### src/rtl/lsu_pkg.sv
// Shared encodings for the load/store unit: request sizes and FSM state codes.
package lsu_pkg;

  localparam logic [1:0] SZ_BYTE = 2'b00;
  localparam logic [1:0] SZ_HALF = 2'b01;
  localparam logic [1:0] SZ_WORD = 2'b10;

  typedef logic [2:0] lsu_state_t;

  localparam lsu_state_t ST_IDLE     = 3'd0;
  localparam lsu_state_t ST_RD       = 3'd1;
  localparam lsu_state_t ST_WAIT     = 3'd2;
  localparam lsu_state_t ST_RMW_RD   = 3'd3;
  localparam lsu_state_t ST_RMW_WAIT = 3'd4;
  localparam lsu_state_t ST_WR       = 3'd5;
  localparam lsu_state_t ST_RESP     = 3'd6;

endpackage

### src/rtl/lsu_subword_if.sv
// Core request/response handshake plus the word-wide data memory pins.
interface lsu_subword_if #(
  parameter int unsigned ADDR_WIDTH = 32,
  parameter int unsigned DATA_WIDTH = 32
);
  logic                  req_valid;
  logic                  req_ready;
  logic                  req_we;
  logic [1:0]            req_size;
  logic                  req_unsigned;
  logic [ADDR_WIDTH-1:0] req_addr;
  logic [DATA_WIDTH-1:0] req_wdata;
  logic                  resp_valid;
  logic                  resp_ready;
  logic [DATA_WIDTH-1:0] resp_rdata;
  logic                  resp_err;
  logic                  mem_read;
  logic                  mem_write;
  logic [ADDR_WIDTH-1:0] mem_addr;
  logic [DATA_WIDTH-1:0] mem_wdata;
  logic [DATA_WIDTH-1:0] mem_rdata;

  modport slave (
    input  req_valid, req_we, req_size, req_unsigned, req_addr, req_wdata, resp_ready, mem_rdata,
    output req_ready, resp_valid, resp_rdata, resp_err, mem_read, mem_write, mem_addr, mem_wdata
  );

  modport master (
    output req_valid, req_we, req_size, req_unsigned, req_addr, req_wdata, resp_ready, mem_rdata,
    input  req_ready, resp_valid, resp_rdata, resp_err, mem_read, mem_write, mem_addr, mem_wdata
  );
endinterface

### src/rtl/lsu_lane_align.sv
// Little-endian lane handling: load extract/extend and store merge into a read word.
module lsu_lane_align
  import lsu_pkg::*;
(
  input  logic [1:0]  size_i,
  input  logic [1:0]  off_i,
  input  logic        unsigned_i,
  input  logic [31:0] rdata_i,
  input  logic [15:0] wdata_i,
  output logic [31:0] load_o,
  output logic [31:0] merge_o
);
  logic [31:0] shifted;

  always_comb begin
    shifted = rdata_i >> {off_i, 3'b000};
    case (size_i)
      SZ_BYTE: load_o = unsigned_i ? {24'b0, shifted[7:0]} : {{24{shifted[7]}}, shifted[7:0]};
      SZ_HALF: load_o = unsigned_i ? {16'b0, shifted[15:0]} : {{16{shifted[15]}}, shifted[15:0]};
      default: load_o = rdata_i;
    endcase
  end

  always_comb begin
    merge_o = rdata_i;
    if (size_i == SZ_BYTE) begin
      merge_o[{off_i, 3'b000} +: 8] = wdata_i[7:0];
    end else begin
      merge_o[{off_i[1], 4'b0000} +: 16] = wdata_i;
    end
  end
endmodule

### src/rtl/lsu_subword.sv
// Load/store unit: range/alignment checks, sub-word loads, and read-modify-write
// sub-word stores against a word-only memory with 1-cycle read latency.
module lsu_subword
  import lsu_pkg::*;
#(
  parameter int unsigned           ADDR_WIDTH = 32,
  parameter int unsigned           DATA_WIDTH = 32,
  parameter logic [ADDR_WIDTH-1:0] BASE_ADDR  = 32'h0001_0000,
  parameter int unsigned           MEM_DEPTH  = 1024
) (
  input  logic         clk,
  input  logic         reset_n,
  lsu_subword_if.slave bus
);
  localparam logic [ADDR_WIDTH-1:0] MemBytes = ADDR_WIDTH'(4 * MEM_DEPTH);

  lsu_state_t            state_q, state_d;
  logic [1:0]            size_q, size_d;
  logic [1:0]            off_q, off_d;
  logic                  uns_q, uns_d;
  logic [15:0]           wdata_q, wdata_d;
  logic                  resp_valid_q, resp_valid_d;
  logic                  resp_err_q, resp_err_d;
  logic [DATA_WIDTH-1:0] resp_rdata_q, resp_rdata_d;
  logic                  mem_read_q, mem_read_d;
  logic                  mem_write_q, mem_write_d;
  logic [ADDR_WIDTH-1:0] mem_addr_q, mem_addr_d;
  logic [DATA_WIDTH-1:0] mem_wdata_q, mem_wdata_d;

  logic [ADDR_WIDTH-1:0] rel_addr;
  logic                  req_err;
  logic [31:0]           load_data, merge_data;

  // Subtracting the base wraps addresses below it to huge values, so one compare covers both ends.
  assign rel_addr = bus.req_addr - BASE_ADDR;
  assign req_err  = (bus.req_size == 2'b11) || (rel_addr >= MemBytes) ||
                    ((bus.req_size == SZ_HALF) && bus.req_addr[0]) ||
                    ((bus.req_size == SZ_WORD) && (bus.req_addr[1:0] != 2'b00));

  lsu_lane_align u_lane_align (
    .size_i     (size_q),
    .off_i      (off_q),
    .unsigned_i (uns_q),
    .rdata_i    (bus.mem_rdata),
    .wdata_i    (wdata_q),
    .load_o     (load_data),
    .merge_o    (merge_data)
  );

  always_comb begin
    state_d      = state_q;
    size_d       = size_q;
    off_d        = off_q;
    uns_d        = uns_q;
    wdata_d      = wdata_q;
    resp_valid_d = resp_valid_q;
    resp_err_d   = resp_err_q;
    resp_rdata_d = resp_rdata_q;
    mem_read_d   = 1'b0;
    mem_write_d  = 1'b0;
    mem_addr_d   = mem_addr_q;
    mem_wdata_d  = mem_wdata_q;
    unique case (state_q)
      ST_IDLE: begin
        if (bus.req_valid) begin
          size_d  = bus.req_size;
          off_d   = bus.req_addr[1:0];
          uns_d   = bus.req_unsigned;
          wdata_d = bus.req_wdata[15:0];
          if (req_err) begin
            resp_valid_d = 1'b1;
            resp_err_d   = 1'b1;
            resp_rdata_d = '0;
            state_d      = ST_RESP;
          end else begin
            mem_addr_d = {bus.req_addr[ADDR_WIDTH-1:2], 2'b00};
            if (!bus.req_we) begin
              mem_read_d = 1'b1;
              state_d    = ST_RD;
            end else if (bus.req_size == SZ_WORD) begin
              mem_write_d = 1'b1;
              mem_wdata_d = bus.req_wdata;
              state_d     = ST_WR;
            end else begin
              mem_read_d = 1'b1;
              state_d    = ST_RMW_RD;
            end
          end
        end
      end
      ST_RD:     state_d = ST_WAIT;
      ST_WAIT: begin
        resp_valid_d = 1'b1;
        resp_err_d   = 1'b0;
        resp_rdata_d = load_data;
        state_d      = ST_RESP;
      end
      ST_RMW_RD: state_d = ST_RMW_WAIT;
      ST_RMW_WAIT: begin
        mem_write_d = 1'b1;
        mem_wdata_d = merge_data;
        state_d     = ST_WR;
      end
      ST_WR: begin
        resp_valid_d = 1'b1;
        resp_err_d   = 1'b0;
        resp_rdata_d = '0;
        state_d      = ST_RESP;
      end
      ST_RESP: begin
        if (bus.resp_ready) begin
          resp_valid_d = 1'b0;
          resp_err_d   = 1'b0;
          resp_rdata_d = '0;
          state_d      = ST_IDLE;
        end
      end
      default:   state_d = ST_IDLE;
    endcase
  end

  always_ff @(posedge clk or negedge reset_n) begin
    if (!reset_n) begin
      state_q      <= ST_IDLE;
      size_q       <= '0;
      off_q        <= '0;
      uns_q        <= 1'b0;
      wdata_q      <= '0;
      resp_valid_q <= 1'b0;
      resp_err_q   <= 1'b0;
      resp_rdata_q <= '0;
      mem_read_q   <= 1'b0;
      mem_write_q  <= 1'b0;
      mem_addr_q   <= '0;
      mem_wdata_q  <= '0;
    end else begin
      state_q      <= state_d;
      size_q       <= size_d;
      off_q        <= off_d;
      uns_q        <= uns_d;
      wdata_q      <= wdata_d;
      resp_valid_q <= resp_valid_d;
      resp_err_q   <= resp_err_d;
      resp_rdata_q <= resp_rdata_d;
      mem_read_q   <= mem_read_d;
      mem_write_q  <= mem_write_d;
      mem_addr_q   <= mem_addr_d;
      mem_wdata_q  <= mem_wdata_d;
    end
  end

  assign bus.req_ready  = (state_q == ST_IDLE);
  assign bus.resp_valid = resp_valid_q;
  assign bus.resp_err   = resp_err_q;
  assign bus.resp_rdata = resp_rdata_q;
  assign bus.mem_read   = mem_read_q;
  assign bus.mem_write  = mem_write_q;
  assign bus.mem_addr   = mem_addr_q;
  assign bus.mem_wdata  = mem_wdata_q;
endmodule

### src/flat_wrapper.sv
// flat-port wrapper written by rule: the top's interface ports become plain ports
module lsu_subword_flat import lsu_pkg::*;
#(
  parameter int unsigned           ADDR_WIDTH = 32,
  parameter int unsigned           DATA_WIDTH = 32,
  parameter logic [ADDR_WIDTH-1:0] BASE_ADDR  = 32'h0001_0000,
  parameter int unsigned           MEM_DEPTH  = 1024
)
  (clk, reset_n, bus_req_valid, bus_req_we, bus_req_size, bus_req_unsigned, bus_req_addr, bus_req_wdata, bus_resp_ready, bus_mem_rdata, bus_req_ready, bus_resp_valid, bus_resp_rdata, bus_resp_err, bus_mem_read, bus_mem_write, bus_mem_addr, bus_mem_wdata);
  lsu_subword_if #(.ADDR_WIDTH(ADDR_WIDTH), .DATA_WIDTH(DATA_WIDTH)) bus_i ();
  input  logic clk;
  input  logic reset_n;
  input wire logic [$bits(bus_i.req_valid)-1:0] bus_req_valid;
  input wire logic [$bits(bus_i.req_we)-1:0] bus_req_we;
  input wire logic [$bits(bus_i.req_size)-1:0] bus_req_size;
  input wire logic [$bits(bus_i.req_unsigned)-1:0] bus_req_unsigned;
  input wire logic [$bits(bus_i.req_addr)-1:0] bus_req_addr;
  input wire logic [$bits(bus_i.req_wdata)-1:0] bus_req_wdata;
  input wire logic [$bits(bus_i.resp_ready)-1:0] bus_resp_ready;
  input wire logic [$bits(bus_i.mem_rdata)-1:0] bus_mem_rdata;
  output wire logic [$bits(bus_i.req_ready)-1:0] bus_req_ready;
  output wire logic [$bits(bus_i.resp_valid)-1:0] bus_resp_valid;
  output wire logic [$bits(bus_i.resp_rdata)-1:0] bus_resp_rdata;
  output wire logic [$bits(bus_i.resp_err)-1:0] bus_resp_err;
  output wire logic [$bits(bus_i.mem_read)-1:0] bus_mem_read;
  output wire logic [$bits(bus_i.mem_write)-1:0] bus_mem_write;
  output wire logic [$bits(bus_i.mem_addr)-1:0] bus_mem_addr;
  output wire logic [$bits(bus_i.mem_wdata)-1:0] bus_mem_wdata;
  assign bus_i.req_valid = bus_req_valid;
  assign bus_i.req_we = bus_req_we;
  assign bus_i.req_size = bus_req_size;
  assign bus_i.req_unsigned = bus_req_unsigned;
  assign bus_i.req_addr = bus_req_addr;
  assign bus_i.req_wdata = bus_req_wdata;
  assign bus_i.resp_ready = bus_resp_ready;
  assign bus_i.mem_rdata = bus_mem_rdata;
  assign bus_req_ready = bus_i.req_ready;
  assign bus_resp_valid = bus_i.resp_valid;
  assign bus_resp_rdata = bus_i.resp_rdata;
  assign bus_resp_err = bus_i.resp_err;
  assign bus_mem_read = bus_i.mem_read;
  assign bus_mem_write = bus_i.mem_write;
  assign bus_mem_addr = bus_i.mem_addr;
  assign bus_mem_wdata = bus_i.mem_wdata;
  lsu_subword #(.ADDR_WIDTH(ADDR_WIDTH), .DATA_WIDTH(DATA_WIDTH), .BASE_ADDR(BASE_ADDR), .MEM_DEPTH(MEM_DEPTH)) u_core (.clk(clk), .reset_n(reset_n), .bus(bus_i));
endmodule
### config.mk
export PLATFORM = sky130hd
export DESIGN_NAME = lsu_subword_flat
export DESIGN_NICKNAME = d
export VERILOG_FILES = /design/src/rtl/lsu_pkg.sv /design/src/rtl/lsu_subword_if.sv /design/src/rtl/lsu_lane_align.sv /design/src/rtl/lsu_subword.sv /design/src/flat_wrapper.sv
export SDC_FILE = /design/constraint.sdc
export NUM_CORES = 1
export LEC_CHECK = 0
export BUFFER_PORTS_ARGS = -buffer_cell sky130_fd_sc_hd__buf_4
export CAP_MARGIN = 25
export CORE_UTILIZATION = 45
export DETAILED_ROUTE_END_ITERATION = 10
export HOLD_SLACK_MARGIN = 0.1
export PLACE_DENSITY_LB_ADDON = 0.08
export SYNTH_ARGS = -nofsm -noshare
export SYNTH_HDL_FRONTEND = slang
export SYNTH_SLANG_ARGS = --single-unit
export TNS_END_PERCENT = 1
### constraint.sdc
create_clock -name clk -period 2.4 [get_ports clk]
set_input_delay 0.24 -clock clk [delete_from_list [all_inputs] [get_ports clk]]
set_output_delay 0.24 -clock clk [all_outputs]
set_load 0.005 [all_outputs]
## Word-level counts from Yosys, hierarchy flattened

Index checks and enable logic that the tools add are counted.

| word-level totals | value |
|---|---|
| bits in registers | 122 |
| output and inout bits | 101 |
| logic and storage cells | 92 |

| operators by class | value |
|---|---|
| $add $sub $neg | 3 |
| order comparisons | 1 |
| equal/unequal tests | 16 |
| shift operators | 5 |
| muxes and demuxes | 36 |
| bitwise operators | 1 |
| reductions and logical operators | 18 |

Operators by type and width:

| cell | count |
|---|---|
| $mux 32 | 10 |
| $pmux 32 s2 | 2 |
| $pmux 32 s4 | 1 |
| $bwmux 32 | 2 |
| $ge 32x13->1 const B | 1 |
| $shift 16x7->32 const A | 1 |
| $shift 8x7->32 const A | 1 |
| $shiftx 16x7->32 | 1 |
| $shiftx 8x7->32 | 1 |
| $shr 32x5->16 | 1 |
| $sub 32x17->32 const B | 1 |
| $pmux 3 s6 | 1 |
| $mux 3 | 5 |
| $neg 5->7 | 2 |
| $mux 1 | 12 |
| $eq 3x3->1 const B | 3 |
| $ne 2x2->1 const B | 4 |
| $reduce_and 4->1 | 2 |
| $eq 3x2->1 const B | 2 |
| $pmux 1 s3 | 2 |
| $reduce_and 5->1 | 1 |
| $eq 2x1->1 const B | 2 |
| $eq 2x2->1 const B | 2 |
| $ne 2x1->1 const B | 2 |
| 13 further kinds | 18 |

## Logic depth before layout (Yosys ltp)

Gate-level depths: netlist of run 1.

| logic depth | value |
|---|---|
| depth in word-level cells | 8 |
| depth in mapped cells | 8 |

## Hierarchy

Synthesis of run 1 repeated with hierarchy kept, for this count alone.

| second synthesis, totals | value |
|---|---|
| cell total of the unflattened synthesis | 663 |
| area, all modules | 6722.7 µm² |

Modules (own cells, without submodules):

| module | instances | cells an instance | area each (µm²) |
|---|---|---|---|
| lsu_subword | 1 | 419 | 5066.1 |
| lsu_lane_align | 1 | 244 | 1656.6 |

## Worst setup path after synthesis of run 1

OpenSTA, ideal clock, no wires.

| timing | value |
|---|---|
| path type | input port to flip-flop |
| from | input bus_req_addr[23] |
| to | register u_core.resp_err_q, in the netlist u_core.bus.resp_err |
| setup time | 0.077 ns |
| data arrival time | 1.981 ns |
| data required time | 2.323 ns |
| slack | 0.342 ns |
| stages on the path | 6 |
| path buffers | 1 |
| cell sequence | nor4_1 -> xor2_1 -> or4_4 -> buf_6 -> o41a_4 -> o21ai_1 |

| between the ends | value |
|---|---|
| longest elaborated chain between the ends | 7 |

RTL lines:

| element | RTL line | RTL |
|---|---|---|
| from (decl) | flat_wrapper.sv:17 | `input wire logic [$bits(bus_i.req_addr)-1:0] bus_req_addr;` |
| $sub 32x17->32 | lsu_subword.sv:35 | `assign rel_addr = bus.req_addr - BASE_ADDR;` |
| $ge 32x13->1 | lsu_subword.sv:36 | `assign req_err = (bus.req_size == 2'b11) \|\| (rel_addr >= MemBytes) \|\|` |
| $logic_or 1x1->1 (2 in a row) | lsu_subword.sv:36 |  |
| $logic_or 1x1->1 | lsu_subword.sv:37 | `((bus.req_size == SZ_HALF) && bus.req_addr[0]) \|\|` |
| $ne 2x1->1 (no source line) | -- |  |
| $reduce_and 4->1 (no source line) | -- |  |
| to (signal assigned) | lsu_subword.sv:143 | `resp_err_q <= resp_err_d;` |
| to (decl) | lsu_subword.sv:23 | `logic resp_err_q, resp_err_d;` |

Every way passes these cells.
A chain may end at the register's enable or synchronous reset.

## Worst setup path in the final report of run 1

| timing | value |
|---|---|
| from | input bus_req_addr[1] |
| to | register u_core.resp_rdata_q[24], in the netlist u_core.bus.resp_rdata[24] |

| between the ends | value |
|---|---|
| longest elaborated chain between the ends | 7 |
| elaborated cells on any way between the ends | 9 |
| classes of those cells | add/sub (1); order compare (1); eq/ne (1); reduce/logical (6) |

RTL lines:

| element | RTL line | RTL |
|---|---|---|
| $sub 32x17->32 | lsu_subword.sv:35 |  |
| $ge 32x13->1 | lsu_subword.sv:36 |  |
| $logic_or 1x1->1 (2 in a row) | lsu_subword.sv:36 |  |
| $logic_or 1x1->1 * | lsu_subword.sv:37 |  |
| $ne 2x1->1 (no source line) * | -- |  |
| $reduce_and 4->1 (no source line) * | -- |  |
| to (signal assigned) | lsu_subword.sv:144 | `resp_rdata_q <= resp_rdata_d;` |
| to (decl) | lsu_subword.sv:24 | `logic [DATA_WIDTH-1:0] resp_rdata_q, resp_rdata_d;` |

Mark *: on every way between the ends. The rest lies on a longest branch, timed or not.

==> impl_metrics.yaml, run 1 <==
worst_setup_path:
  timing.critical_path.fanout_max: 25
  critical_r2r_launch: "u_core.state_q[2]"
  crit_required_ns: 2.74
  regToRegEndpoint: "u_core.bus.mem_wdata[14]"
  ff2ff_setup_slack_ns: 0.27
  critical_path_class: "in -> reg"
  reg2regPathDepth: 7
  worst_setup_path_start_kind: "input pin"
  timing.critical_path.to_type: "flop"
  critical_path_arrival_ns: 2.50
sta:
  timing.final.hold_violations: 0
  fin_worst_skew_ns: 0.00825
  actual_transition_at_the_worst_max_transition_pin_ns: 0.775
  max_clock_freq_ghz: 0.463
  worst_slack_ns: 0.238
  post-route-period-util: 0.901
  period_minus_slack_ns: 2.16
  setup_failing_eps_final: 0
  timing.final.max_slew_violations: 0
  maxSlewHeadroom: 0.482
  rsz0062_at_grt: "no"
  setup-tns-final_ns: 0
synthesis:
  synth.yosys.seq_area_share: 0.492
  synth-warning-count: 0
  postSynthAreaPerCell_um2: 10.7
  netlist.top_cell.by_area: "sky130_fd_sc_hd__dfrtp_1"
  synth_area_um2: 6210
  synth_edf_count: 0
  ys_top_cells_by_area: "sky130_fd_sc_hd__dfrtp_1 49%, sky130_fd_sc_hd__mux2_2 4.9%, sky130_fd_sc_hd__o31ai_1 4.1%"
  synth_top_area_frac: 0.492
  postSynth.topFlopCell: "sky130_fd_sc_hd__dfrtp_1"
  ys_seq_elements: 122
  yosys.cell_types.count: 52
  async_flop_share: 1.00
  post_synth_inst_count: 582
global_route:
  grt_usage: 0.301
  first_pass_grt_wire_length_mm: 32.7
  first_global_vias: 6069
  grt_max_degree: 123
  grt_antenna_before_repair: 0
  grt-ovfl-total: 0
pwr:
  power_leakage_nw: 4.09
  power.density_nw_per_um2: 1160
  power.ir.vdd_worst_uv: 466
floorplan:
  fp.coreArea_um2: 13300
  overall_die_width_um: 119
  effective_utilization_at_floorplan: 0.465
  row_count: 42
  die_boundary_height_um: 119
  ports_placed_on_the_boundary: 205
  floorplan.die_area_um2: 14300
place:
  numPortBuffers: 202
  placedCellCount: 929
  dp_slack_ns: 0.106
  dp_hpwl_mm: 14.4
  routabilityCongestion: 0.894
cts:
  clock_sink_count: 122
  clk-insertion-delay-late_ns: 0.43
  cts_setup_buffers: 0
  cts-htree-levels: 4
  cts_root_buf: "sky130_fd_sc_hd__clkbuf_16"
  cts_buffers: 17
  clock_path_buffers: 2
  path_clk_slew_ns: 0.06
  cts.repair.resized: 0
  cts-hold-fix-buffers: 41
  tritoncts: "done"
finish:
  final_std_cells_w_o_fill: 1002
  leading_cell_type_in_the_layout_fill_and_taps_excluded: "sky130_fd_sc_hd__buf_4"
  antenna-diode-count: 0
  area.growth.synth_to_final_pct: 44.5
  design.final.nets: 922
  layout_common_cells: "223 x sky130_fd_sc_hd__buf_4, 122 x sky130_fd_sc_hd__dfrtp_1, 41 x sky130_fd_sc_hd__dlygate4sd3_1, 34 x sky130_fd_sc_hd__o31ai_1"
  ratio_of_cells_with_drive_above_1_in_the_final_layout: 0.370
status:
  outcome: "finished clean"
detailed_routing:
  vias: 6155
  wl_per_cell_um: 20.9
  final_antenna_net_count: 0
  route.layer.met1.wl_mm: 8.64
  viasPerCell: 6.14
  drt_iter0_markers: 502
  dr.pass1.iters: 6
  post-route-drc-count: 0
  drt-total-wl_mm: 20.9
  met2_wirelength_mm: 10.1
  topRoutingLayerUsed: "met4"
  met3WireLength_mm: 1.59
hold_path:
  hold_path.startpoint: "bus_req_wdata[31]"
  timing.hold.worst.class: "in -> reg"
  holdPathEnd: "u_core.bus.mem_wdata[31]"
  hold-path-cell-count: 3
flow_run:
  cap_violations: 0
## logic make-up after synthesis
logic type	share of synthesized area
AO/OA/AOI/OAI	0.270
flip-flops	0.492
adder cells (fa/ha/maj)	0.0101
other	0.000604
multiplexers	0.0683
XOR/XNOR	0.00423
AND/OR/NAND/NOR	0.105
buffers and inverters	0.0504
## where the power goes
| group | switching, mW | internal (mW) | leakage, nW |
|---|---|---|---|
| combinational | 2.44 | 2.16 | 2.27 |
| clock | 1.02 | 1.44 | 0.271 |
| sequential | 0.564 | 2.78 | 1.55 |
| total | 4.02 | 6.38 | 4.09 |
## through the flow
step	util	hold slack (ns)	total power, mW	cell area, um2
2_1_floorplan	-	-0.0556	5.86	6210
3_3_place_gp	0.599	0.386	7.75	7990
3_5_place_dp	0.599	0.405	7.86	7990
4_1_cts	0.672	0.100	10.4	8970
5_1_grt	0.672	0.114	11.0	8970
6_report	0.672	0.109	10.4	8970
## worst max path at each step
stage / from / endpoint / slack, ns
floorplan: bus_req_addr[23] / u_core.bus.resp_err / 0.34
global placement: bus_req_addr[23] / u_core.bus.resp_rdata[15] / 0.11
detailed placement: bus_req_addr[23] / u_core.bus.resp_rdata[24] / 0.11
CTS: bus_req_addr[1] / u_core.bus.resp_rdata[24] / 0.26
global route: u_core.state_q[2] / u_core.bus.mem_wdata[3] / 0.11
finish: bus_req_addr[1] / u_core.bus.resp_rdata[24] / 0.24
## state kept, by name, summed over array words and instances, names as in the netlist
signal / cells
u_core.size_q: 2
u_core.uns_q: 1
u_core.bus.mem_write: 1
u_core.bus.mem_read: 1
u_core.bus.resp_rdata: 32
u_core.wdata_q: 16
u_core.bus.resp_err: 1
u_core.bus.mem_addr: 30
u_core.bus.mem_wdata: 32
u_core.bus.resp_valid: 1
u_core.off_q: 2
u_core.state_q: 3
## routing by layer
metal,GRT usage,vias up
li1,-,2733
met1,0.389,3042
met2,0.489,333
met3,0.0627,47
met4,0.126,0
met5,0,-
## cells in the mapped netlist (2+ instances only)
cell and n:
sky130_fd_sc_hd__o21ai_0 27, sky130_fd_sc_hd__dfrtp_1 122, sky130_fd_sc_hd__a221o_1 8, sky130_fd_sc_hd__a22o_1 2
sky130_fd_sc_hd__buf_2 4, sky130_fd_sc_hd__nor2b_1 2, sky130_fd_sc_hd__a221oi_1 24, sky130_fd_sc_hd__a31oi_1 33
sky130_fd_sc_hd__clkbuf_1 43, sky130_fd_sc_hd__buf_1 6, sky130_fd_sc_hd__a21o_1 15, sky130_fd_sc_hd__o21ai_2 7
sky130_fd_sc_hd__ha_1 5, sky130_fd_sc_hd__buf_6 3, sky130_fd_sc_hd__inv_1 16, sky130_fd_sc_hd__and2_1 20
sky130_fd_sc_hd__nand2b_1 4, sky130_fd_sc_hd__a41o_1 2, sky130_fd_sc_hd__o31ai_1 34, sky130_fd_sc_hd__nor4_4 2
sky130_fd_sc_hd__nand4_1 33, sky130_fd_sc_hd__mux2i_1 12, sky130_fd_sc_hd__o2bb2ai_1 24, sky130_fd_sc_hd__a21oi_1 31
sky130_fd_sc_hd__nand2_1 11, sky130_fd_sc_hd__xor2_1 2, sky130_fd_sc_hd__nand3_1 2, sky130_fd_sc_hd__nor2_1 18
sky130_fd_sc_hd__mux2_2 27, sky130_fd_sc_hd__a22oi_1 7, sky130_fd_sc_hd__buf_4 2, sky130_fd_sc_hd__nor3_1 8
sky130_fd_sc_hd__o221ai_1 7
## worst max-delay path, cell delays in order
cell	delay (ns)
sky130_fd_sc_hd__dlygate4sd3_1	0.53
sky130_fd_sc_hd__buf_4	0.14
sky130_fd_sc_hd__nor3_1	0.18
sky130_fd_sc_hd__nor2_1	0.12
sky130_fd_sc_hd__or4_4	0.55
sky130_fd_sc_hd__o41ai_4	0.36
sky130_fd_sc_hd__buf_12	0.21
sky130_fd_sc_hd__o2bb2ai_1	0.14
## cell type report
type | count | area (um2)
fill | 1078 | 4380
sequential | 122 | 3050
multi-input combinational | 387 | 2880
timing repair buffer | 269 | 2180
clock buffer | 17 | 425
tap | 176 | 220
clock inverter | 15 | 141
inverter | 16 | 60.1
Note: power is estimated with default switching activity, not from simulation.
==> inputs of run 2 (changes only) <==
--- a/config.mk
+++ b/config.mk
@@ -5,6 +5,7 @@
 export SDC_FILE = /design/constraint.sdc
 export NUM_CORES = 1
 export LEC_CHECK = 0
+export ABC_AREA = 1
 export BUFFER_PORTS_ARGS = -buffer_cell sky130_fd_sc_hd__buf_4
 export CAP_MARGIN = 25
 export CORE_UTILIZATION = 45
==> run 2 against run 1 <==
Net effect: worst setup slack gained 0.19 ns; synthesized area grew 14%; clock skew up 0.0016 ns; die area rose by 13%; hold slack gained 0.014 ns; flip-flop and latch count unchanged; largest power group unchanged.
==> impl_metrics.yaml, run 2 <==
sta:
  setup-tns-final_ns: 0
  setup_failing_eps_final: 0
  rsz0062_at_grt: "no"
  post-route-period-util: 0.820
  worst_slack_ns: 0.432
  timing.final.max_slew_violations: 0
  max_clock_freq_ghz: 0.508
  fin_worst_skew_ns: 0.00987
  period_minus_slack_ns: 1.97
  maxSlewHeadroom: 0.644
  actual_transition_at_the_worst_max_transition_pin_ns: 0.531
  timing.final.hold_violations: 0
floorplan:
  overall_die_width_um: 127
  row_count: 45
  die_boundary_height_um: 127
  floorplan.die_area_um2: 16200
  ports_placed_on_the_boundary: 205
  effective_utilization_at_floorplan: 0.462
  fp.coreArea_um2: 15300
worst_setup_path:
  timing.critical_path.to_type: "flop"
  timing.critical_path.fanout_max: 9
  crit_required_ns: 2.77
  critical_path_class: "reg -> reg"
  critical_path_arrival_ns: 2.33
  worst_setup_path_start_kind: "flop"
synthesis:
  async_flop_share: 1.00
  synth_top_area_frac: 0.433
  synth_edf_count: 0
  ys_seq_elements: 122
  post_synth_inst_count: 970
  synth_area_um2: 7050
  netlist_top_cells_count: "297 x sky130_fd_sc_hd__nand2_1, 122 x sky130_fd_sc_hd__dfrtp_1, 98 x sky130_fd_sc_hd__inv_1"
  netlist.top_cell.by_area: "sky130_fd_sc_hd__dfrtp_1"
  most_repeated_cell_in_the_gate_level_netlist_after_synthesis: "sky130_fd_sc_hd__nand2_1"
  yosys.cell_types.count: 35
  synth.yosys.seq_area_share: 0.433
  ys_top_cells_by_area: "sky130_fd_sc_hd__dfrtp_1 43%, sky130_fd_sc_hd__nand2_1 16%, sky130_fd_sc_hd__o21ai_0 5.8%"
  postSynthAreaPerCell_um2: 7.27
  synth-warning-count: 0
  postSynth.topFlopCell: "sky130_fd_sc_hd__dfrtp_1"
cts:
  cts-htree-levels: 4
  tritoncts: "done"
  cts_root_buf: "sky130_fd_sc_hd__clkbuf_16"
  path_clk_slew_ns: 0.06
  cts_buffers: 17
  clk-insertion-delay-late_ns: 0.43
  clock_path_buffers: 2
  cts.repair.resized: 0
  clock_sink_count: 122
finish:
  area.growth.synth_to_final_pct: 37.0
  ratio_of_cells_with_drive_above_1_in_the_final_layout: 0.240
  final_design_instance_area_without_fill_um2: 9660
  leading_cell_type_in_the_layout_fill_and_taps_excluded: "sky130_fd_sc_hd__nand2_1"
  layout_common_cells: "297 x sky130_fd_sc_hd__nand2_1, 222 x sky130_fd_sc_hd__buf_4, 122 x sky130_fd_sc_hd__dfrtp_1, 98 x sky130_fd_sc_hd__inv_1, 81 x sky130_fd_sc_hd__o21ai_0"
  design.final.nets: 1293
  antenna-diode-count: 0
place:
  dp_hpwl_mm: 16.2
  dp_slack_ns: 0.467
  numPortBuffers: 202
  routabilityCongestion: 0.936
  detailed_place.area_um2: 8740
flow_run:
  cap_violations: 0
global_route:
  first_global_vias: 6956
  grt_usage: 0.284
  grt_max_degree: 72
  first_pass_grt_wire_length_mm: 35.5
  grt-ovfl-total: 0
  grt_antenna_before_repair: 0
detailed_routing:
  viasPerCell: 5.19
  dr.pass1.iters: 5
  post-route-drc-count: 0
  final_antenna_net_count: 0
  drt-total-wl_mm: 22.2
  wl_per_cell_um: 15.7
  vias: 7307
  drt_iter0_markers: 504
status:
  outcome: "finished clean"
pwr:
  power.density_nw_per_um2: 1180
  fin_total_pwr_mw: 11.4
  power.ir.vdd_worst_uv: 526
  power_leakage_nw: 5.15
hold_path:
  timing.hold.worst.class: "in -> reg"
-- run 2: cell types whose count changed in the layout (fill, tap and decap cells not counted), moves of 33 or more --
cell | previous run | this run
sky130_fd_sc_hd__inv_1 | 16 | 98
sky130_fd_sc_hd__nand2_1 | 11 | 297
sky130_fd_sc_hd__nand3_1 | 1 | 58
sky130_fd_sc_hd__nor2_1 | 18 | 51
sky130_fd_sc_hd__o21ai_0 | 27 | 81
sky130_fd_sc_hd__o31ai_1 | 34 | 0
-- run 2: path summary, 6_finish.rpt --
path | startpoint | to | slack, ns | cells past startpoint
worst min-delay path | bus_req_wdata[4] | u_core.wdata_q[4] | 0.12 | 3
worst min register to register | u_core.bus.mem_wdata[27] | u_core.bus.mem_wdata[27] | 0.47 | 2
worst max-delay path | u_core.off_q[0] | u_core.bus.mem_wdata[3] | 0.43 | 8
min in group asynchronous | reset_n | u_core.bus.resp_rdata[16] | 0.26 | 2
max in group asynchronous | reset_n | u_core.bus.mem_wdata[15] | 1.45 | 3
worst max register to register | u_core.off_q[0] | u_core.bus.mem_wdata[3] | 0.43 | 8
-- run 2: stage by stage --
step,instances,utilization,hold slack [ns]
2_1_floorplan,971,-,-0.0556
3_3_place_gp,1348,0.573,0.162
3_5_place_dp,1348,0.573,0.163
4_1_cts,1408,0.633,0.101
5_1_grt,1408,0.633,0.134
6_report,1408,0.633,0.123
-- run 2: power by group --
group / leakage (nW) / internal [mW] / switching, mW
logic: 3.26 / 2.12 / 3.33
registers: 1.59 / 2.71 / 0.447
clock network: 0.311 / 1.76 / 1.01
-- run 2: cell families after synthesis --
logic type | Yosys count | share of synthesized area
other | 1 | 0.000532
buffers and inverters | 169 | 0.103
and+or+nand+nor | 438 | 0.257
AOI/OAI and AO/OA | 234 | 0.196
DFF | 122 | 0.433
muxes | 1 | 0.00160
adders and majority gates | 5 | 0.00888
-- run 2: area by class of cell --
type                    instances  area, um2
fillers                      1424       5600
clock buffers                  17        425
clock inverters                15        214
repair buffers                253       2010
well taps                     211        264
inverters                     110        414
multi-input cells             680       3280
flip-flops and latches        122       3050
-- run 2: repair_timing --
action / in CTS / in global routing
hold buffers: 28 / 0
hold endpoints to repair: 54 / 0
buffers inserted: 0 / 0
-- run 2: worst max-delay path, cell delays in order, from the launching register on --
cell and delay [ns]:
sky130_fd_sc_hd__dfrtp_1 0.37, sky130_fd_sc_hd__inv_1 0.13, sky130_fd_sc_hd__ha_1 0.38, sky130_fd_sc_hd__nand4_1 0.37
sky130_fd_sc_hd__o221ai_1 0.30, sky130_fd_sc_hd__nand3_1 0.11, sky130_fd_sc_hd__o21ai_0 0.09, sky130_fd_sc_hd__nand3_1 0.09
sky130_fd_sc_hd__nand2_1 0.08
-- run 2: routing by layer --
| metal | part of all wire | vias up | global-route usage |
|---|---|---|---|
| li1 | - | 3623 | - |
| met1 | 0.44 | 3394 | 0.370 |
| met2 | 0.48 | 252 | 0.465 |
| met3 | 0.057 | 38 | 0.0607 |
| met4 | 0.024 | 0 | 0.106 |
| met5 | 0 | - | 0 |
